<file path="src/rtl/uart_tx_port_if.sv">
// uart_tx_port_if: S86 I/O-space bus bundle for the UART transmit port.
// The CPU/decoder side drives strobes, select, address and write data;
// the port returns combinational read data.
interface uart_tx_port_if;
   logic [15:0] wb_dat_i;
   logic        wb_adr_i;
   logic        IOW_N;
   logic        IOR_N;
   logic        CS_N;
   logic [15:0] wb_dat_o;

   modport master (
      output wb_dat_i, wb_adr_i, IOW_N, IOR_N, CS_N,
      input  wb_dat_o
   );

   modport slave (
      input  wb_dat_i, wb_adr_i, IOW_N, IOR_N, CS_N,
      output wb_dat_o
   );
endinterface

</file>
<file path="src/rtl/uart_tx_port.sv">
// uart_tx_port: memory-less I/O-space UART transmitter with a byte FIFO.
// OUT writes to DATA queue bytes; a bit-timing FSM sends them on txd,
// LSB first, back-to-back frames contiguous. STATUS/DIV register at adr 1.
// Optional macro UART_TX_PARITY_EN: 8E1 frames (even parity bit) instead of 8N1.
module uart_tx_port #(
   parameter int unsigned FIFO_DEPTH = 8,
   parameter int unsigned DIV_RESET  = 87
) (
   input  logic          wb_clk_i,
   input  logic          wb_rst_i,
   uart_tx_port_if.slave bus,
   output logic          txd,
   output logic          irq_o
);

   localparam int unsigned AW = $clog2(FIFO_DEPTH);
   localparam int unsigned LW = AW + 1;

   typedef enum logic [2:0] {
      IDLE,
      START,
      DATA,
`ifdef UART_TX_PARITY_EN
      PAR,
`endif
      STOP
   } state_t;

   logic          wsel;
   logic          rsel;
   logic          wsel_q;
   logic          wr_stb;
   logic          push_req;
   logic          push;
   logic          pop;
   logic [15:0]   div;
   logic          ovf;

   logic [7:0]    mem [FIFO_DEPTH];
   logic [AW-1:0] wptr;
   logic [AW-1:0] rptr;
   logic [LW-1:0] level;
   logic          empty;
   logic          full;
   logic [7:0]    fifo_out;

   state_t        state;
   state_t        state_n;
   logic [15:0]   baud;
   logic [15:0]   bdiv;
   logic [2:0]    bit_cnt;
   logic [7:0]    shift;
   logic          tick;
   logic          txd_n;
   logic          busy;
`ifdef UART_TX_PARITY_EN
   logic          par_bit;
`endif

   logic [3:0]    level4;
   logic [15:0]   status;

   assign wsel     = ~bus.CS_N & ~bus.IOW_N;
   assign rsel     = ~bus.CS_N & ~bus.IOR_N;
   assign wr_stb   = wsel & ~wsel_q;
   assign push_req = wr_stb & ~bus.wb_adr_i;
   assign push     = push_req & ~full;

   assign empty    = (level == '0);
   assign full     = (level == LW'(FIFO_DEPTH));
   assign fifo_out = mem[rptr];

   assign busy     = (state != IDLE);
   assign tick     = (baud == bdiv - 16'd1);

   // Write-strobe edge detect, divisor register and sticky overflow flag.
   always_ff @(posedge wb_clk_i or posedge wb_rst_i) begin
      if (wb_rst_i) begin
         wsel_q <= 1'b0;
         div    <= 16'(DIV_RESET);
         ovf    <= 1'b0;
      end else begin
         wsel_q <= wsel;
         if (wr_stb && bus.wb_adr_i) begin
            div <= (bus.wb_dat_i < 16'd2) ? 16'd2 : bus.wb_dat_i;
            ovf <= 1'b0;
         end else if (push_req && full) begin
            ovf <= 1'b1;
         end
      end
   end

   // FIFO storage; contents are don't-care until the level says otherwise.
   always_ff @(posedge wb_clk_i) begin
      if (push) begin
         mem[wptr] <= bus.wb_dat_i[7:0];
      end
   end

   // FIFO pointers and level; push and pop on one edge cancel out.
   always_ff @(posedge wb_clk_i or posedge wb_rst_i) begin
      if (wb_rst_i) begin
         wptr  <= '0;
         rptr  <= '0;
         level <= '0;
      end else begin
         if (push) wptr <= wptr + AW'(1);
         if (pop)  rptr <= rptr + AW'(1);
         case ({push, pop})
            2'b10:   level <= level + LW'(1);
            2'b01:   level <= level - LW'(1);
            default: level <= level;
         endcase
      end
   end

   // Transmit FSM state register.
   always_ff @(posedge wb_clk_i or posedge wb_rst_i) begin
      if (wb_rst_i) state <= IDLE;
      else          state <= state_n;
   end

   // Next state, FIFO pop and next serial bit.
   always_comb begin
      state_n = state;
      pop     = 1'b0;
      txd_n   = 1'b1;
      case (state)
         IDLE: begin
            if (!empty) begin
               pop     = 1'b1;
               state_n = START;
            end
         end
         START: begin
            txd_n = 1'b0;
            if (tick) state_n = DATA;
         end
         DATA: begin
            txd_n = shift[0];
            if (tick && bit_cnt == 3'd7) begin
`ifdef UART_TX_PARITY_EN
               state_n = PAR;
`else
               state_n = STOP;
`endif
            end
         end
`ifdef UART_TX_PARITY_EN
         PAR: begin
            txd_n = par_bit;
            if (tick) state_n = STOP;
         end
`endif
         STOP: begin
            if (tick) begin
               if (!empty) begin
                  pop     = 1'b1;
                  state_n = START;
               end else begin
                  state_n = IDLE;
               end
            end
         end
         default: state_n = IDLE;
      endcase
   end

   // Frame datapath: load on pop, baud counting, data shifting.
   always_ff @(posedge wb_clk_i or posedge wb_rst_i) begin
      if (wb_rst_i) begin
         shift   <= '0;
         bdiv    <= 16'd2;
         bit_cnt <= '0;
         baud    <= '0;
`ifdef UART_TX_PARITY_EN
         par_bit <= 1'b0;
`endif
      end else if (pop) begin
         shift   <= fifo_out;
         bdiv    <= div;
         bit_cnt <= '0;
         baud    <= '0;
`ifdef UART_TX_PARITY_EN
         par_bit <= ^fifo_out;
`endif
      end else if (state != IDLE) begin
         if (tick) begin
            baud <= '0;
            if (state == DATA) begin
               shift   <= {1'b0, shift[7:1]};
               bit_cnt <= bit_cnt + 3'd1;
            end
         end else begin
            baud <= baud + 16'd1;
         end
      end
   end

   // Registered serial line and idle interrupt; reset forces txd high at once.
   always_ff @(posedge wb_clk_i or posedge wb_rst_i) begin
      if (wb_rst_i) begin
         txd   <= 1'b1;
         irq_o <= 1'b1;
      end else begin
         txd   <= txd_n;
         irq_o <= empty & ~busy;
      end
   end

   // STATUS read mux; reads have no side effects.
   always_comb begin
      level4 = 4'(level);
      status = {8'h00, ovf, busy, full, empty, level4};
      bus.wb_dat_o = (rsel && bus.wb_adr_i) ? status : '0;
   end

endmodule

</file>
<file path="src/flat_wrapper.sv">
// flat-port wrapper written by rule: the top's interface ports become plain ports
module uart_tx_port_flat 
#(
   parameter int unsigned FIFO_DEPTH = 8,
   parameter int unsigned DIV_RESET  = 87
)
  (wb_clk_i, wb_rst_i, txd, irq_o, bus_wb_dat_i, bus_wb_adr_i, bus_IOW_N, bus_IOR_N, bus_CS_N, bus_wb_dat_o);
  uart_tx_port_if bus_i ();
  input  logic wb_clk_i;
  input  logic wb_rst_i;
  output logic txd;
  output logic irq_o;
  input wire logic [$bits(bus_i.wb_dat_i)-1:0] bus_wb_dat_i;
  input wire logic [$bits(bus_i.wb_adr_i)-1:0] bus_wb_adr_i;
  input wire logic [$bits(bus_i.IOW_N)-1:0] bus_IOW_N;
  input wire logic [$bits(bus_i.IOR_N)-1:0] bus_IOR_N;
  input wire logic [$bits(bus_i.CS_N)-1:0] bus_CS_N;
  output wire logic [$bits(bus_i.wb_dat_o)-1:0] bus_wb_dat_o;
  assign bus_i.wb_dat_i = bus_wb_dat_i;
  assign bus_i.wb_adr_i = bus_wb_adr_i;
  assign bus_i.IOW_N = bus_IOW_N;
  assign bus_i.IOR_N = bus_IOR_N;
  assign bus_i.CS_N = bus_CS_N;
  assign bus_wb_dat_o = bus_i.wb_dat_o;
  uart_tx_port #(.FIFO_DEPTH(FIFO_DEPTH), .DIV_RESET(DIV_RESET)) u_core (.wb_clk_i(wb_clk_i), .wb_rst_i(wb_rst_i), .bus(bus_i), .txd(txd), .irq_o(irq_o));
endmodule
</file>
<file path="config.mk">
export PLATFORM = sky130hd
export DESIGN_NAME = uart_tx_port_flat
export DESIGN_NICKNAME = d
export VERILOG_FILES = /design/src/rtl/uart_tx_port_if.sv /design/src/rtl/uart_tx_port.sv /design/src/flat_wrapper.sv
export SDC_FILE = /design/constraint.sdc
export NUM_CORES = 1
export LEC_CHECK = 0
export ABC_AREA = 1
export BUFFER_PORTS_ARGS = -buffer_cell sky130_fd_sc_hd__buf_2
export CAP_MARGIN = 20
export CORE_ASPECT_RATIO = 2
export CORE_MARGIN = 1.5
export CORE_UTILIZATION = 40
export DETAILED_ROUTE_END_ITERATION = 10
export GPL_TIMING_DRIVEN = 0
export SLEW_MARGIN = 20
export SYNTH_ARGS = -nofsm -noshare
export SYNTH_HDL_FRONTEND = slang
export SYNTH_SLANG_ARGS = --single-unit
</file>
<file path="constraint.sdc">
create_clock -name wb_clk_i -period 5.1 [get_ports wb_clk_i]
set_input_delay 1.02 -clock wb_clk_i [delete_from_list [all_inputs] [get_ports wb_clk_i]]
set_output_delay 1.02 -clock wb_clk_i [all_outputs]
set_load 0.01 [all_outputs]
</file>
==> results.json <==
{
  "hp-class": "reg2reg",
  "clock_latency_ps": 420,
  "crit_arrival_ps": 3720,
  "grt_pass1_wl_um": 28100,
  "grt_overflow": 0,
  "final.setup_skew_ps": 8.66,
  "tritoncts.num_buffers": 17,
  "crit_required_ps": 5390,
  "fmax_mhz": 292,
  "synth_most_common_cell": "nand2_1",
  "yosys_warnings": 0,
  "cts.sinks": 139,
  "period_needed_ps": 3430,
  "num-fill-cells": 1745,
  "ys_seq_elements": 139,
  "vias_per_cell": 4.99,
  "tightest_slew_ps": 867,
  "cts_resized": 0,
  "synthArstFlopShare": 0.540,
  "io_pins": 40,
  "regArea_um2": 3810,
  "die_h_um": 192,
  "criticalPathCategory": "reg2reg",
  "cts_tree": "yes",
  "die_width_um": 97.4,
  "p_per_area_nw_per_um2": 560,
  "grt_pass1_vias": 5676,
  "grt_antenna_before_repair": 0,
  "grt_max_degree": 54,
  "routabilityCongestion": 0.912,
  "rows": 68,
  "core_area_um2": 17400,
  "ir_drop_mv": 0.321,
  "status": "finished, final reports clean",
  "instances_no_fill": 1110,
  "cts_buffer_depth": 2,
  "fin_hold_ws_ps": 465,
  "leakagePower_nw": 3.79,
  "synth_area_leaders": "edfxtp_1 27%, dfrtp_1 23%, nand2_1 14%",
  "hold_violations": 0,
  "syn_area_per_cell_um2": 8.61,
  "synth_top_area_frac": 0.269,
  "post-route-period-util": 0.672,
  "synth_top_area_cell": "edfxtp_1",
  "grt_use_total": 0.198,
  "syn2layout_area_growth_pct": 14.9,
  "antenna_cells": 0,
  "critPathCaptureType": "flip-flop",
  "synth_cells": 829,
  "start_util": 0.411,
  "post_drt_wl_per_cell_um": 15.9,
  "ys_top_cells_by_count": "261 x nand2_1, 89 x nor2_1, 72 x inv_1, 67 x dfrtp_1, 64 x edfxtp_1",
  "final_util": 0.472,
  "synth_area_um2": 7140,
  "dpl.cell_count": 1078,
  "port_buffers": 31,
  "nets": 922,
  "drt-initial-drc-count": 339,
  "num_vias": 5537,
  "die_area_um2": 18700,
  "htree_levels": 4,
  "rsz0062_at_grt": "no",
  "finalSetupViolations": 0,
  "postCtsSetupBuffers": 0,
  "slew_headroom": 0.420,
  "hold_buffers": 0,
  "crit_fanout": 11,
  "clkTransAtPathRegs_ps": 60,
  "cts-root-buf": "clkbuf_16",
  "synth_flop_cell": "dfrtp_1",
  "layout-drive-gt1-share": 0.117,
  "yosysSeqAreaShare": 0.534,
  "slew_violations": 0,
  "setup-tns-final_ps": 0,
  "wirelength_um": 17600,
  "drtPass1Iterations": 7,
  "drc": 0,
  "cp-start-kind": "flip-flop",
  "drtAntennaViolNets": 0,
  "max-cap-violations": 0,
  "synth_edf_count": 64,
  "detailed_place_hpwl_um": 13600,
  "ys_types": 41,
  "multiInputGateArea_um2": 2860
}
==> worst max-delay path, cell delays in order, from the launching register on <==
cell and delay (ps):
dfstp_2 550, inv_1 40, ha_1 280, inv_1 60
nand2_1 40, nand2_1 70, nand2_1 80, nor2_1 100
nand3_1 110, nor2_1 100, nand2_1 120, nor2_1 140
nand4_2 140, a21oi_4 290, buf_6 200, ha_1 220
nand2_1 90, inv_1 60, nor2_1 60, ha_1 180
a21oi_1 160, xnor2_1 130, o21ai_0 80
==> state kept, by name, summed over array words and instances (netlist names) <==
| name | flops |
|---|---|
| u_core.mem | 64 |
| u_core.baud | 16 |
| u_core.bdiv | 16 |
| u_core.div | 16 |
| u_core.shift | 8 |
| u_core.level | 4 |
| u_core.bit_cnt | 3 |
| u_core.rptr | 3 |
| u_core.wptr | 3 |
| u_core.state | 2 |
| u_core.irq_o | 1 |
| u_core.ovf | 1 |
| u_core.txd | 1 |
| u_core.wsel_q | 1 |
==> area by class of cell <==
type	count	share of cell area
Timing Repair Buffer	32	0.0223
Multi-Input combinational cell	585	0.349
Tap cell	210	0.0321
Clock buffer	23	0.0597
Inverter	73	0.0337
Clock inverter	9	0.0107
Sequential cell	139	0.465
Buffer	39	0.0278
==> stage by stage <==
stage          setup WS (ps)  cell area, um2  total power [mW]
2_1_floorplan           2160            7160              2.91
3_3_place_gp            1150            7580              3.39
3_5_place_dp            1640            7620              3.42
4_1_cts                 1620            8200              4.63
5_1_grt                 1390            8200              4.92
6_report                1670            8200              4.59
==> cells by family after synthesis <==
logic type | Yosys count | synth area share
AND/OR/NAND/NOR | 461 | 0.274
adder cells (fa/ha/maj) | 13 | 0.0228
XOR/XNOR | 32 | 0.0393
other | 1 | 0.000526
flip-flops | 139 | 0.534
buffers and inverters | 112 | 0.0703
AO/OA/AOI/OAI | 71 | 0.0596
==> where the power goes <==
group | leakage (nW) | switching [mW] | internal [mW]
registers | 1.52 | 0.159 | 1.39
clock network | 0.279 | 0.465 | 0.727
logic | 1.99 | 1.23 | 0.625
==> cells in the final DEF, fill, tap and decap left out, drive strengths merged <==
| cell type | n |
|---|---|
| nand3 | 63 |
| a22oi | 2 |
| a31oi | 1 |
| or3 | 1 |
| nand2 | 263 |
| o22ai | 8 |
| and2 | 1 |
| conb | 8 |
| a311oi | 1 |
| xor2 | 19 |
| and3 | 1 |
| inv | 74 |
| nor4 | 6 |
| edfxtp | 64 |
| dfrtp | 67 |
| nor2 | 96 |
| nand3b | 3 |
| clkinvlp | 2 |
| a21oi | 12 |
| ha | 13 |
| dfstp | 8 |
| nor3 | 9 |
| bufinv | 1 |
| nor3b | 1 |
| buf | 52 |
| a32o | 7 |
| or2 | 2 |
| clkbuf | 42 |
| clkinv | 5 |
| nand4 | 15 |
| o21ai | 39 |
| xnor2 | 13 |
| a32oi | 1 |
==> path summary, 6_finish.rpt <==
| path | startpoint | slack, ps | endpoint | depth (start not counted) |
|---|---|---|---|---|
| setup / recovery | u_core.bdiv[1] | 1670 | u_core.level[2] | 22 |
| hold / removal | u_core.div[5] | 470 | u_core.bdiv[5] | 2 |
| setup reg to reg | u_core.bdiv[1] | 1670 | u_core.level[2] | 22 |
| hold reg to reg | u_core.div[5] | 470 | u_core.bdiv[5] | 2 |
| max in group asynchronous | wb_rst_i | 3900 | u_core.div[4] | 3 |
| min in group asynchronous | wb_rst_i | 570 | u_core.baud[2] | 2 |
==> routing by layer <==
| metal | track usage | share of wire |
|---|---|---|
| met5 | 0 | 0 |
| met4 | 0.155 | 0.064 |
| met3 | 0.0313 | 0.022 |
| met2 | 0.396 | 0.59 |
| met1 | 0.165 | 0.32 |
Power figures use the tool's default switching activity.
